--- config.mk ---
export PLATFORM = sky130hd
export DESIGN_NAME = fir_decim_out
export DESIGN_NICKNAME = d
export VERILOG_FILES = /design/src/rtl/fir_decim_out.sv
export SDC_FILE = /design/constraint.sdc
export NUM_CORES = 1
export LEC_CHECK = 0
export CORE_UTILIZATION = 50
export CTS_CLUSTER_SIZE = 16
export DETAILED_ROUTE_END_ITERATION = 10
export PLACE_DENSITY = 0.72
export SYNTH_ARGS = -nofsm -noshare
export SYNTH_HDL_FRONTEND = slang
export SYNTH_SLANG_ARGS = --single-unit
--- constraint.sdc ---
create_clock -name clk -period 2.6 [get_ports clk]
set_input_delay 0.39 -clock clk [delete_from_list [all_inputs] [get_ports clk]]
set_output_delay 0.39 -clock clk [all_outputs]
set_load 0.01 [all_outputs]
--- src/rtl/fir_decim_out.sv ---
// fir_decim_out: keeps every DECIM-th FIR sample, scales it (arithmetic shift + saturate to OUT_W) and queues it in a DEPTH-entry FIFO.
// Latency: 2 clocks from data_in to out_valid/out_data (stage register, then FIFO write) when the FIFO is empty.
// Backpressure: out_valid/out_ready handshake; a kept sample arriving at a full FIFO with no pop is dropped and sets ovf_flag.
//
// Ports:
//   clk, reset      - rising-edge clock, asynchronous active-low reset
//   in_valid/data_in- filtered sample stream from the FIR (signed, N bits)
//   out_valid/out_data/out_ready - FIFO head handshake (signed, OUT_W bits)
//   level           - FIFO occupancy, 0..DEPTH
//   sat_flag/ovf_flag - sticky saturation / drop indicators, cleared by clr_flags
//
// Build option: define ROUND_EN to round half up before the shift instead of truncating.
module fir_decim_out #(
   parameter int N     = 16,
   parameter int OUT_W = 12,
   parameter int SHIFT = 2,
   parameter int DECIM = 4,
   parameter int DEPTH = 4
) (
   input  logic                     clk,
   input  logic                     reset,
   input  logic                     in_valid,
   input  logic [N-1:0]             data_in,
   output logic                     out_valid,
   output logic [OUT_W-1:0]         out_data,
   input  logic                     out_ready,
   output logic [$clog2(DEPTH):0]   level,
   output logic                     sat_flag,
   output logic                     ovf_flag,
   input  logic                     clr_flags
);

   localparam int AW = $clog2(DEPTH);
   localparam int PW = (DECIM > 1) ? $clog2(DECIM) : 1;

   // Saturation bounds expressed at the N+1-bit working width.
   localparam logic signed [N:0] MAX_V = {{(N-OUT_W+2){1'b0}}, {(OUT_W-1){1'b1}}};
   localparam logic signed [N:0] MIN_V = {{(N-OUT_W+2){1'b1}}, {(OUT_W-1){1'b0}}};

   // ---------------------------------------------------------------
   // Decimation phase
   // ---------------------------------------------------------------
   logic [PW-1:0] phase;
   logic          keep;

   assign keep = in_valid && (phase == '0);

   always_ff @(posedge clk or negedge reset) begin
      if (!reset) begin
         phase <= '0;
      end else if (in_valid) begin
         if (phase == PW'(DECIM - 1))
            phase <= '0;
         else
            phase <= phase + PW'(1);
      end
   end

   // ---------------------------------------------------------------
   // Scaling: one guard bit above N keeps the rounding add from wrapping.
   // ---------------------------------------------------------------
   logic signed [N:0]       ext;
   logic signed [N:0]       pre;
   logic signed [N:0]       shifted;
   logic                    sat_hi;
   logic                    sat_lo;
   logic        [OUT_W-1:0] scaled;

   assign ext = {data_in[N-1], data_in};

`ifdef ROUND_EN
   // 2^(SHIFT-1), which collapses to zero when SHIFT is 0.
   localparam logic signed [N:0] RND = ({{N{1'b0}}, 1'b1} << SHIFT) >> 1;
   assign pre = ext + RND;
`else
   assign pre = ext;
`endif

   assign shifted = pre >>> SHIFT;
   assign sat_hi  = shifted > MAX_V;
   assign sat_lo  = shifted < MIN_V;

   always_comb begin
      scaled = shifted[OUT_W-1:0];
      if (sat_hi)
         scaled = MAX_V[OUT_W-1:0];
      else if (sat_lo)
         scaled = MIN_V[OUT_W-1:0];
   end

   // ---------------------------------------------------------------
   // Stage register
   // ---------------------------------------------------------------
   logic             s_valid;
   logic [OUT_W-1:0] s_data;

   always_ff @(posedge clk or negedge reset) begin
      if (!reset) begin
         s_valid <= 1'b0;
         s_data  <= '0;
      end else begin
         s_valid <= keep;
         if (keep)
            s_data <= scaled;
      end
   end

   // ---------------------------------------------------------------
   // FIFO
   // ---------------------------------------------------------------
   logic [OUT_W-1:0] mem [DEPTH];
   logic [AW-1:0]    wr_ptr;
   logic [AW-1:0]    rd_ptr;
   logic [AW:0]      count;
   logic             pop;
   logic             full;
   logic             wr_acc;
   logic             head_from_stage;
   logic [OUT_W-1:0] head_n;

   assign out_valid = (count != '0);
   assign level     = count;
   assign pop       = out_valid && out_ready;
   assign full      = (count == (AW+1)'(DEPTH));
   // A pop in the same cycle frees the slot, so a full FIFO still accepts.
   assign wr_acc    = s_valid && (!full || pop);

   // The written sample becomes the head when nothing else remains after the pop.
   assign head_from_stage = wr_acc && ((count == '0) || (pop && (count == (AW+1)'(1))));

   // out_data is registered so it holds the last head once the FIFO drains.
   always_comb begin
      head_n = out_data;
      if (head_from_stage)
         head_n = s_data;
      else if (pop && (count > (AW+1)'(1)))
         head_n = mem[rd_ptr + AW'(1)];
   end

   always_ff @(posedge clk) begin
      if (wr_acc)
         mem[wr_ptr] <= s_data;
   end

   always_ff @(posedge clk or negedge reset) begin
      if (!reset) begin
         wr_ptr   <= '0;
         rd_ptr   <= '0;
         count    <= '0;
         out_data <= '0;
      end else begin
         out_data <= head_n;
         if (wr_acc)
            wr_ptr <= wr_ptr + AW'(1);
         if (pop)
            rd_ptr <= rd_ptr + AW'(1);
         case ({wr_acc, pop})
            2'b10:   count <= count + (AW+1)'(1);
            2'b01:   count <= count - (AW+1)'(1);
            default: count <= count;
         endcase
      end
   end

   // ---------------------------------------------------------------
   // Sticky flags: a new event in the clearing cycle wins.
   // ---------------------------------------------------------------
   logic sat_set;
   logic ovf_set;

   assign sat_set = keep && (sat_hi || sat_lo);
   assign ovf_set = s_valid && !wr_acc;

   always_ff @(posedge clk or negedge reset) begin
      if (!reset) begin
         sat_flag <= 1'b0;
         ovf_flag <= 1'b0;
      end else begin
         sat_flag <= sat_set || (sat_flag && !clr_flags);
         ovf_flag <= ovf_set || (ovf_flag && !clr_flags);
      end
   end

endmodule

* Yosys cells after proc, flatten, opt, wreduce, memory -nomap -nowiden
Memory sizes are Yosys's and may differ from the RTL's. Cells that the tools add are included.
Storage, ports and cells: register bits after elaboration 36, RAM bits 48, logic and storage cells 54, memories kept 1
Memory list:
- mem | words 4, bits a word 12, read ports 1, clocked after Yosys merged registers in 0, wr ports 1, RTL line 111 | logic [OUT_W-1:0] mem [DEPTH];
Cells by class: add/subtract/negate cells 5, $lt $le $gt $ge 3, equal/unequal tests 5, mux-type cells 8, reductions and logical operators 23
Operator list (count):
- 2-to-1 mux 12 bit | 4
- greater-than comparator 14 x 12 -> 1 bit, second input constant | 1
- less-than comparator 14 x 12 -> 1 bit, second input constant | 1
- logical AND 1 bit | 10
- adder 2 x 1 -> 2 bit, second input constant | 3
- one-hot mux 3 bit (2 select lines) | 1
- logical OR 1 bit | 5
- equality test 2 bit, second input constant | 2
- nonzero test 2 bit | 2
- adder 3 x 1 -> 3 bit, second input constant | 1
- equality test 3 x 1 -> 1 bit, second input constant | 1
- equality test 3 bit, second input constant | 1
- greater-than comparator 3 x 1 -> 1 bit, second input constant | 1
- logical NOT 1 bit | 3
- logical NOT 3 bit | 1
- nonzero test 3 bit | 1
- subtractor 3 x 1 -> 3 bit, second input constant | 1
- equality test 2 x 1 -> 1 bit, second input constant | 1
- logical NOT 2 bit | 1
- 2-to-1 mux 1 bit | 2
- 2-to-1 mux 2 bit | 1

* Logic depth before layout (Yosys ltp)
Gate-level depths: netlist (run 1).
word-level depth 7, depth in mapped cells 7, gate-level depth less buffers 6

* Worst setup path after synthesis (run 1)
No wires, ideal clock.
kind register to register, start point register count[1], in the netlist level[1], end point memory mem[0][0] (enable), setup time 0.355 ns, data arrival time 1.658 ns, path slack 0.587 ns, stages on the path, launching flop included 7, path buffers 0, clock period less this slack 2.013 ns, cell sequence dfrtp_1 inv_1 ha_1 nand2_1 nor2_1 nor2_1 and2_1
On the way: longest elaborated chain between the ends 6, elaborated cells on any way between the ends 8, classes of those cells 1 x eq/ne; 2 x mux; 5 x reduce/logical
RTL lines:
- start, declared | RTL line 114 | logic [AW:0] count;
- start signal, assigned | RTL line 158 | 2'b10: count <= count + (AW+1)'(1);
- start signal, assigned | RTL line 159 | 2'b01: count <= count - (AW+1)'(1);
- start signal, assigned | RTL line 160 | default: count <= count;
- equality test 3 bit or nonzero test 3 bit (tied branches) | RTL line 124, 121
- logical NOT 1 bit or logical AND 1 bit (tied branches) | RTL line 126, 123
- logical OR 1 bit * | RTL line 126 | assign wr_acc = s_valid && (!full || pop);
- logical AND 1 bit * | RTL line 126
- 2-to-1 mux 1 bit * | RTL line 141 | if (wr_acc)
- 2-to-1 mux 1 bit (implied by the code) * | RTL line 142 | mem[wr_ptr] <= s_data;
- end, declared | RTL line 111
Mark *: on every way between the ends. The rest lies on a longest branch, timed or not.

* Final worst setup path (run 1)
start point register count[1], in the netlist level[1], end point output out_valid
On the way: longest elaborated chain between the ends 1
RTL lines:
- nonzero test 3 bit | RTL line 121 | assign out_valid = (count != '0);
- end, declared | RTL line 24 | output logic out_valid,
No other way between the ends.

==> results of run 1 <==
==> layout make-up <==
class	instances	area share, %
clock buffers	10	3.13
flip-flops and latches	84	53.3
multi-input cells	173	28.1
repair buffers	45	9.63
inverters	11	0.940
well taps	96	2.74
clock inverters	6	2.14
==> power by group <==
part	leakage, nW	switching, mW	total (mW)	internal (mW)
Sequential	0.886	0.348	2.23	1.88
Combinational	0.738	0.681	1.50	0.816
Clock	0.113	0.487	1.06	0.575
Total	1.74	1.52	4.79	3.27
==> routing by layer <==
metal	share of wire [%]	track usage, %	vias to the layer above
li1	-	-	1106
met1	46	23.7	1071
met2	50	31.6	42
met3	3.3	4.81	5
met4	0.98	7.60	0
met5	0	0	-
==> stage by stage <==
step / power, mW / instance area, µm² / worst slack [ns]
final: 4.79 / 4390 / 0.147
after detailed placement: 3.77 / 4160 / 0.462
after global placement: 3.68 / 4160 / 0.480
after CTS: 4.83 / 4390 / 0.135
after floorplan: 3.17 / 3690 / 0.587
after global routing: 5.06 / 4390 / 0.0348
==> cells in the mapped netlist, drive strengths merged, types with 3 or more instances <==
| cell type | count | share of area [%] |
|---|---|---|
| edfxtp | 48 | 39 |
| nand2 | 38 | 3.9 |
| dfrtp | 36 | 24 |
| nor2 | 26 | 2.6 |
| o21ai | 26 | 3.5 |
| and2 | 17 | 2.9 |
| a221o | 12 | 3.3 |
| mux4 | 12 | 7.6 |
| inv | 11 | 1.1 |
| ha | 10 | 3.4 |
| clkbuf | 9 | 0.91 |
| a21oi | 6 | 0.81 |
| buf | 6 | 1.2 |
| xnor2 | 4 | 0.95 |
| nand2b | 3 | 0.51 |
| nand3 | 3 | 0.41 |
==> path summary, 6_finish.rpt <==
check	slack (ns)	from	endpoint
setup / recovery	0.15	level[1]	out_valid
setup reg to reg	0.45	level[1]	mem[0][1]
hold reg to reg	0.52	out_data[7]	out_data[7]
hold / removal	0.12	reset	out_data[10]
max in group asynchronous	1.95	reset	s_data[1]
min in group clk	0.52	out_data[7]	out_data[7]
==> cell usage in the layout (no fill, tap or decap), drive strengths merged, types with 12 or more instances in the layout <==
cell and count:
clkdlybuf4s50 35, inv 13, edfxtp 48, o21ai 26, dfrtp 36, nand2 38, nor2 26, mux4 12
a221o 12, and2 17
==> registers in the layout, indices dropped and copies added (netlist names) <==
register / count
level: 3
mem: 48
out_data: 12
ovf_flag: 1
phase: 2
rd_ptr: 2
s_data: 12
s_valid: 1
sat_flag: 1
wr_ptr: 2
==> worst max-delay path, delay by kind of cell (launching register included) <==
family | cells | cell delay (ns)
buffers and inverters | 2 | 0.70
AND/OR/NAND/NOR | 1 | 0.21
flip-flops | 1 | 0.49
adder cells (fa/ha/maj) | 1 | 0.31
==> cells by family after synthesis <==
logic type / after synthesis / share of synthesized area (%)
AND/OR/NAND/NOR: 93 / 11.4
flip-flops: 84 / 63.4
AO/OA/AOI/OAI: 52 / 9.41
buffers and inverters: 26 / 3.22
multiplexers: 14 / 8.23
adder cells (fa/ha/maj): 10 / 3.39
XOR/XNOR: 4 / 0.948
==> metrics.md, run 1 <==
| Metric | Value |
|---|---|
| Area occupied by multi-input gates | `approximately 0.0012 mm²` |
| Post-synth EDFFs | `48` |
| Global-route wire length before repair | `around 10000 µm` |
| Synth Warn # | `0` |
| Worst Setup Start Kind | `flip-flop` |
| DRC viols | `0` |
| Post-synthesis sequential area ratio | `between 60% and 70%` |
| DRT antenna net count | `0` |
| Tot GR Track Use | `roughly a fifth` |
| Worst Reg-to-Reg Cells | `7` |
| Slowest cell on crit path | `clkdlybuf4s50_1` |
| Clock Latency Late Sink | `roughly 0.36 ns` |
| Max cap viols | `0` |
| Post-CTS Hold Buffers | `0` |
| Cts bufs inserted | `9` |
| Register Area | `0.00234 mm²` |
| Dpl cells | `approximately 400` |
| P&R area growth vs syn | `18.9%` |
| CTS max path bufs | `2` |
| Layout Skew | `between 0.01 and 0.015 ns` |
| Peak VDD IR | `approximately 0.43 mV` |
| Min Tclk post-route | `about 2.5 ns` |
| Top FF cell, synth | `edfxtp_1` |
| CTS tree | `built` |
| Clk pin slew, worst setup/hold paths | `approximately 0.090 ns` |
| Gates resized, CTS repair | `0` |
| Filler cells | `~550` |
| Fin crit share | `94.4%` |
| Root Driver | `clkbuf_8` |
| GP Congestion | `between 0.7 and 0.8` |
| RSZ-0062 raised after global routing | `no` |
| Final wirelength | `between 6000 and 7000 µm` |
| Hold slack | `0.121 ns` |
| TritonRoute pass-1 iters | `4` |
| Core area | `approximately 0.007 mm²` |
| Crit Path Max Fanout | `9` |
| CP Capture Type | `output pin` |
| Initial core utilization | `about 53%` |
| Largest net degree at the start of global routing | `37` |
| Vias in the first global route | `2106` |
| Outcome | `finished clean` |
| Initial antenna violation count | `0` |
| Final hold vios | `0` |
| Slew @ Worst Pin | `0.824 ns` |
| Hold Path Class | `input pin to async pin` |
| Final Max Slew Viols | `0` |
| Die Ht | `between 80 and 90 µm` |
| Vias per std cell | `~5.2` |
| Setup TNS Final | `0 ns` |
| Layout cells sized above 1 | `about an eighth` |
| CP required | `roughly 2.2 ns` |
| Share of flip-flops with an asynchronous set or reset | `42.9%` |
| Leakage dissipation | `1.74 nW` |
| Max_slew headroom | `a little under half` |
| Die width | `approximately 90 µm` |
| Power Dens Cells | `1090 mW/mm²` |
| Site row count | `30` |
| Diode count | `0` |
| Die Area | `between 0.007 and 0.008 mm²` |
| Crit-path max cell delay | `about 0.57 ns` |
| I/O pin cnt | `39` |
| Setup repair bufs after CTS | `0` |
| Net Count, Synth | `approximately 310` |
| # setup viols final | `0` |
| H-tree depth | `3` |
| Final core occ | `a little over three fifths` |
| Detailed-route via count | `approximately 2200` |
| Post-Syn Area | `0.00369 mm²` |
| DP HPWL | `4330 µm` |
| Nets@finish | `roughly 360` |
| Syn_area_per_cell | `roughly 13 µm²` |
| Clock sinks | `between 80 and 90` |
| Syn Inst Count | `283` |
| Finished Layout Cells | `around 430` |
| Post-synth cell types | `34` |
| DR WL/cell | `~15 µm` |
| Port bufs | `36` |
| CP Data Arrival Time | `slightly above 2 ns` |
| Max Clk Rate | `between 400 and 500 MHz` |
| Post-synthesis register bit count | `84` |
| Initial drt markers | `98` |
| Grt ovf | `0` |
| Critical path class | `flip-flop to output pin` |
| CP Cell Sequence | `inv_1 -> ha_1 -> nand2b_1 -> clkdlybuf4s50_1` |
(Power assumes the default switching activity.)
==> inputs of run 2 (changes only) <==
MAX_ROUTING_LAYER = met4   (was unset)
RECOVER_POWER = 50   (was unset)
==> run 2 against run 1 <==
Effect of this change: the run now ends with capacitance limit, slew limit left; final area about the same; core utilization about the same; via count decreased by 0.72%; power decreased by 0.19%; cell count unchanged; clock skew about the same; clock-buffer cell count unchanged; first-iteration DRC count increased by 4.1%; critical path type unchanged; highest routed layer unchanged; sequential cell count unchanged; fmax increased by 0.17%.
==> metrics.md, run 2 (synthesis results as in run 1) <==
| Metric | Value |
|---|---|
| Vias in the first global route | `between 2000 and 2500` |
| Outcome | `complete, but fails checks` |
| Root Driver | `clkbuf_8` |
| Worst slack at placement | `~0.46 ns` |
| Layout cells sized above 1 | `11.9%` |
| Post-CTS Hold Buffers | `0` |
| Initial antenna violation count | `0` |
| Comb pwr share | `between 30% and 40%` |
| Leakage dissipation | `roughly 1.7 nW` |
| Die Ht | `approximately 88 µm` |
| # setup viols final | `0` |
| Crit-path max cell delay | `around 0.57 ns` |
| Seq pwr share | `46.6%` |
| Initial drt markers | `just over 100` |
| Max Clk Rate | `408 MHz` |
| Diode count | `0` |
| P&R area growth vs syn | `18.8%` |
| Layout Skew | `0.0111 ns` |
| Gates resized, CTS repair | `0` |
| DR WL/cell | `15.3 µm` |
| CTS tree | `built` |
| Switching Fraction | `between 30% and 40%` |
| Tot GR Track Use | `~20%` |
| Core area | `between 0.006 and 0.007 mm²` |
| Final Max Slew Viols | `37` |
| Power Dens Cells | `around 1100 mW/mm²` |
| Hold Path Class | `flip-flop to flip-flop` |
| Clock sinks | `84` |
| Die Area | `between 0.007 and 0.008 mm²` |
| Failing checks | `capacitance limit, slew limit` |
| DRT antenna net count | `0` |
| CP required | `~2.2 ns` |
| Detailed-route via count | `between 2000 and 2500` |
| Peak VDD IR | `~0.43 mV` |
| Clk pin slew, worst setup/hold paths | `roughly 0.09 ns` |
| CP Data Arrival Time | `between 2 and 2.5 ns` |
| Max cap viols | `1` |
| Slowest cell on crit path | `clkdlybuf4s50_1` |
| Vias per std cell | `5.20` |
| Cts bufs inserted | `9` |
| DP HPWL | `about 4300 µm` |
| Net Sw Power | `about 1.5 mW` |
| Global-route wire length before repair | `about 10000 µm` |
| Die width | `just under 90 µm` |
| I/O pin cnt | `39` |
| Buf/Inv on CP | `2` |
| CP Capture Type | `output pin` |
| Top reg by flops | `mem` |
| Setup ws final | `about 0.15 ns` |
| GP Congestion | `about 0.74` |
| CTS max path bufs | `2` |
| Commonest non-fill, non-tap cell in the layout | `edfxtp_1` |
| TritonRoute pass-1 iters | `4` |
| Grt ovf | `0` |
| Internal | `3.27 mW` |
| Filler cells | `552` |
| Largest net degree at the start of global routing | `37` |
| DRC viols | `0` |
| Top Registers | `mem (48), out_data (12), s_data (12)` |
| Final hold vios | `0` |
| Initial core utilization | `between 50 and 60%` |
| Clock power share | `between 20% and 30%` |
| Largest register FFs | `48` |
| Worst Setup Start Kind | `flip-flop` |
| Slew @ Worst Pin | `1.97 ns` |
| Family with the most delay on the worst path | `buffers and inverters` |
| Clock Latency Late Sink | `~0.35 ns` |
| RSZ-0062 raised after global routing | `no` |
| Fin crit share | `94.2%` |
| Crit Path Max Fanout | `9` |
| Setup TNS Final | `0 ns` |
| Min Tclk post-route | `2.45 ns` |
| CP Cell Sequence | `inv_1 -> ha_1 -> nand2b_1 -> clkdlybuf4s50_1` |
| Critical path class | `flip-flop to output pin` |
| Nets@finish | `approximately 360` |
| H-tree depth | `3` |
| Site row count | `30` |
| Port bufs | `36` |
| Final wirelength | `6520 µm` |
| Setup repair bufs after CTS | `0` |
| Most frequent cells in the layout | `edfxtp_1 (48), nand2_1 (38), dfrtp_1 (36), clkdlybuf4s50_1 (34), nor2_1 (26)` |
| Max_slew headroom | `-31.1%` |
==> run 2: changes by cell type in the layout (fill, tap and decap cells not counted), sizes merged <==
cell / before / now
dlygate4sd3: 0 / 1
buf: 10 / 9
clkdlybuf4s50: 35 / 34
clkbuf: 10 / 11
==> run 2: worst register-to-register path, stage by stage (launching register included) <==
cell and delay [ns]:
dfrtp_1 0.49, inv_1 0.13, ha_1 0.31, nand2_1 0.17
nor2_1 0.05, nor2_1 0.28, and2_1 0.18, buf_4 0.22
==> run 2: final timing paths <==
check                      slack [ns]  cells after the start        start           to
max in group asynchronous        0.89                      1        reset    s_data[1]
hold reg to reg                  0.52                      1  out_data[7]  out_data[7]
min in group asynchronous        0.58                      1        reset  out_data[5]
hold / removal                   0.52                      1  out_data[7]  out_data[7]
setup / recovery                 0.15                      4     level[1]    out_valid
setup reg to reg                 0.45                      7     level[1]    mem[0][1]
==> run 2: metal layers <==
metal | global-route usage (%) | vias up | part of all wire (%)
met5 | - | - | 0
met1 | 23.7 | 1049 | 44
met3 | 4.81 | 4 | 4.1
met2 | 31.6 | 50 | 50
met4 | 7.60 | 0 | 1.1
li1 | - | 1105 | -
==> run 2: cell type report <==
type                       count  area (µm²)  area share (%)
sequential                    84        2340            53.3
clock inverter                 6        93.8            2.14
tap                           96         120            2.74
clock buffer                  10         138            3.13
timing repair buffer          45         422            9.60
inverter                      11        41.3           0.940
multi-input combinational    173        1230            28.1
==> run 2: power groups by stage <==
stage,Sequential (mW),Clock [mW],Combinational [mW]
5_1_grt,2.28,1.13,1.65
4_1_cts,2.23,1.08,1.52
3_5_place_dp,2.26,0,1.51
3_3_place_gp,2.22,0,1.46
2_1_floorplan,2.17,0,0.998
6_report,2.23,1.06,1.49
==> run 2: through the flow <==
step	hold WS [ns]	utilization, %	total power [mW]	instance area, µm²	instances
final	0.516	62.9	4.78	4390	425
after detailed placement	0.501	59.6	3.77	4160	409
after CTS	0.145	62.9	4.83	4390	425
after global placement	0.494	59.6	3.68	4160	409
after floorplan	0.0944	-	3.17	3690	283
after global routing	0.532	62.9	5.05	4390	425
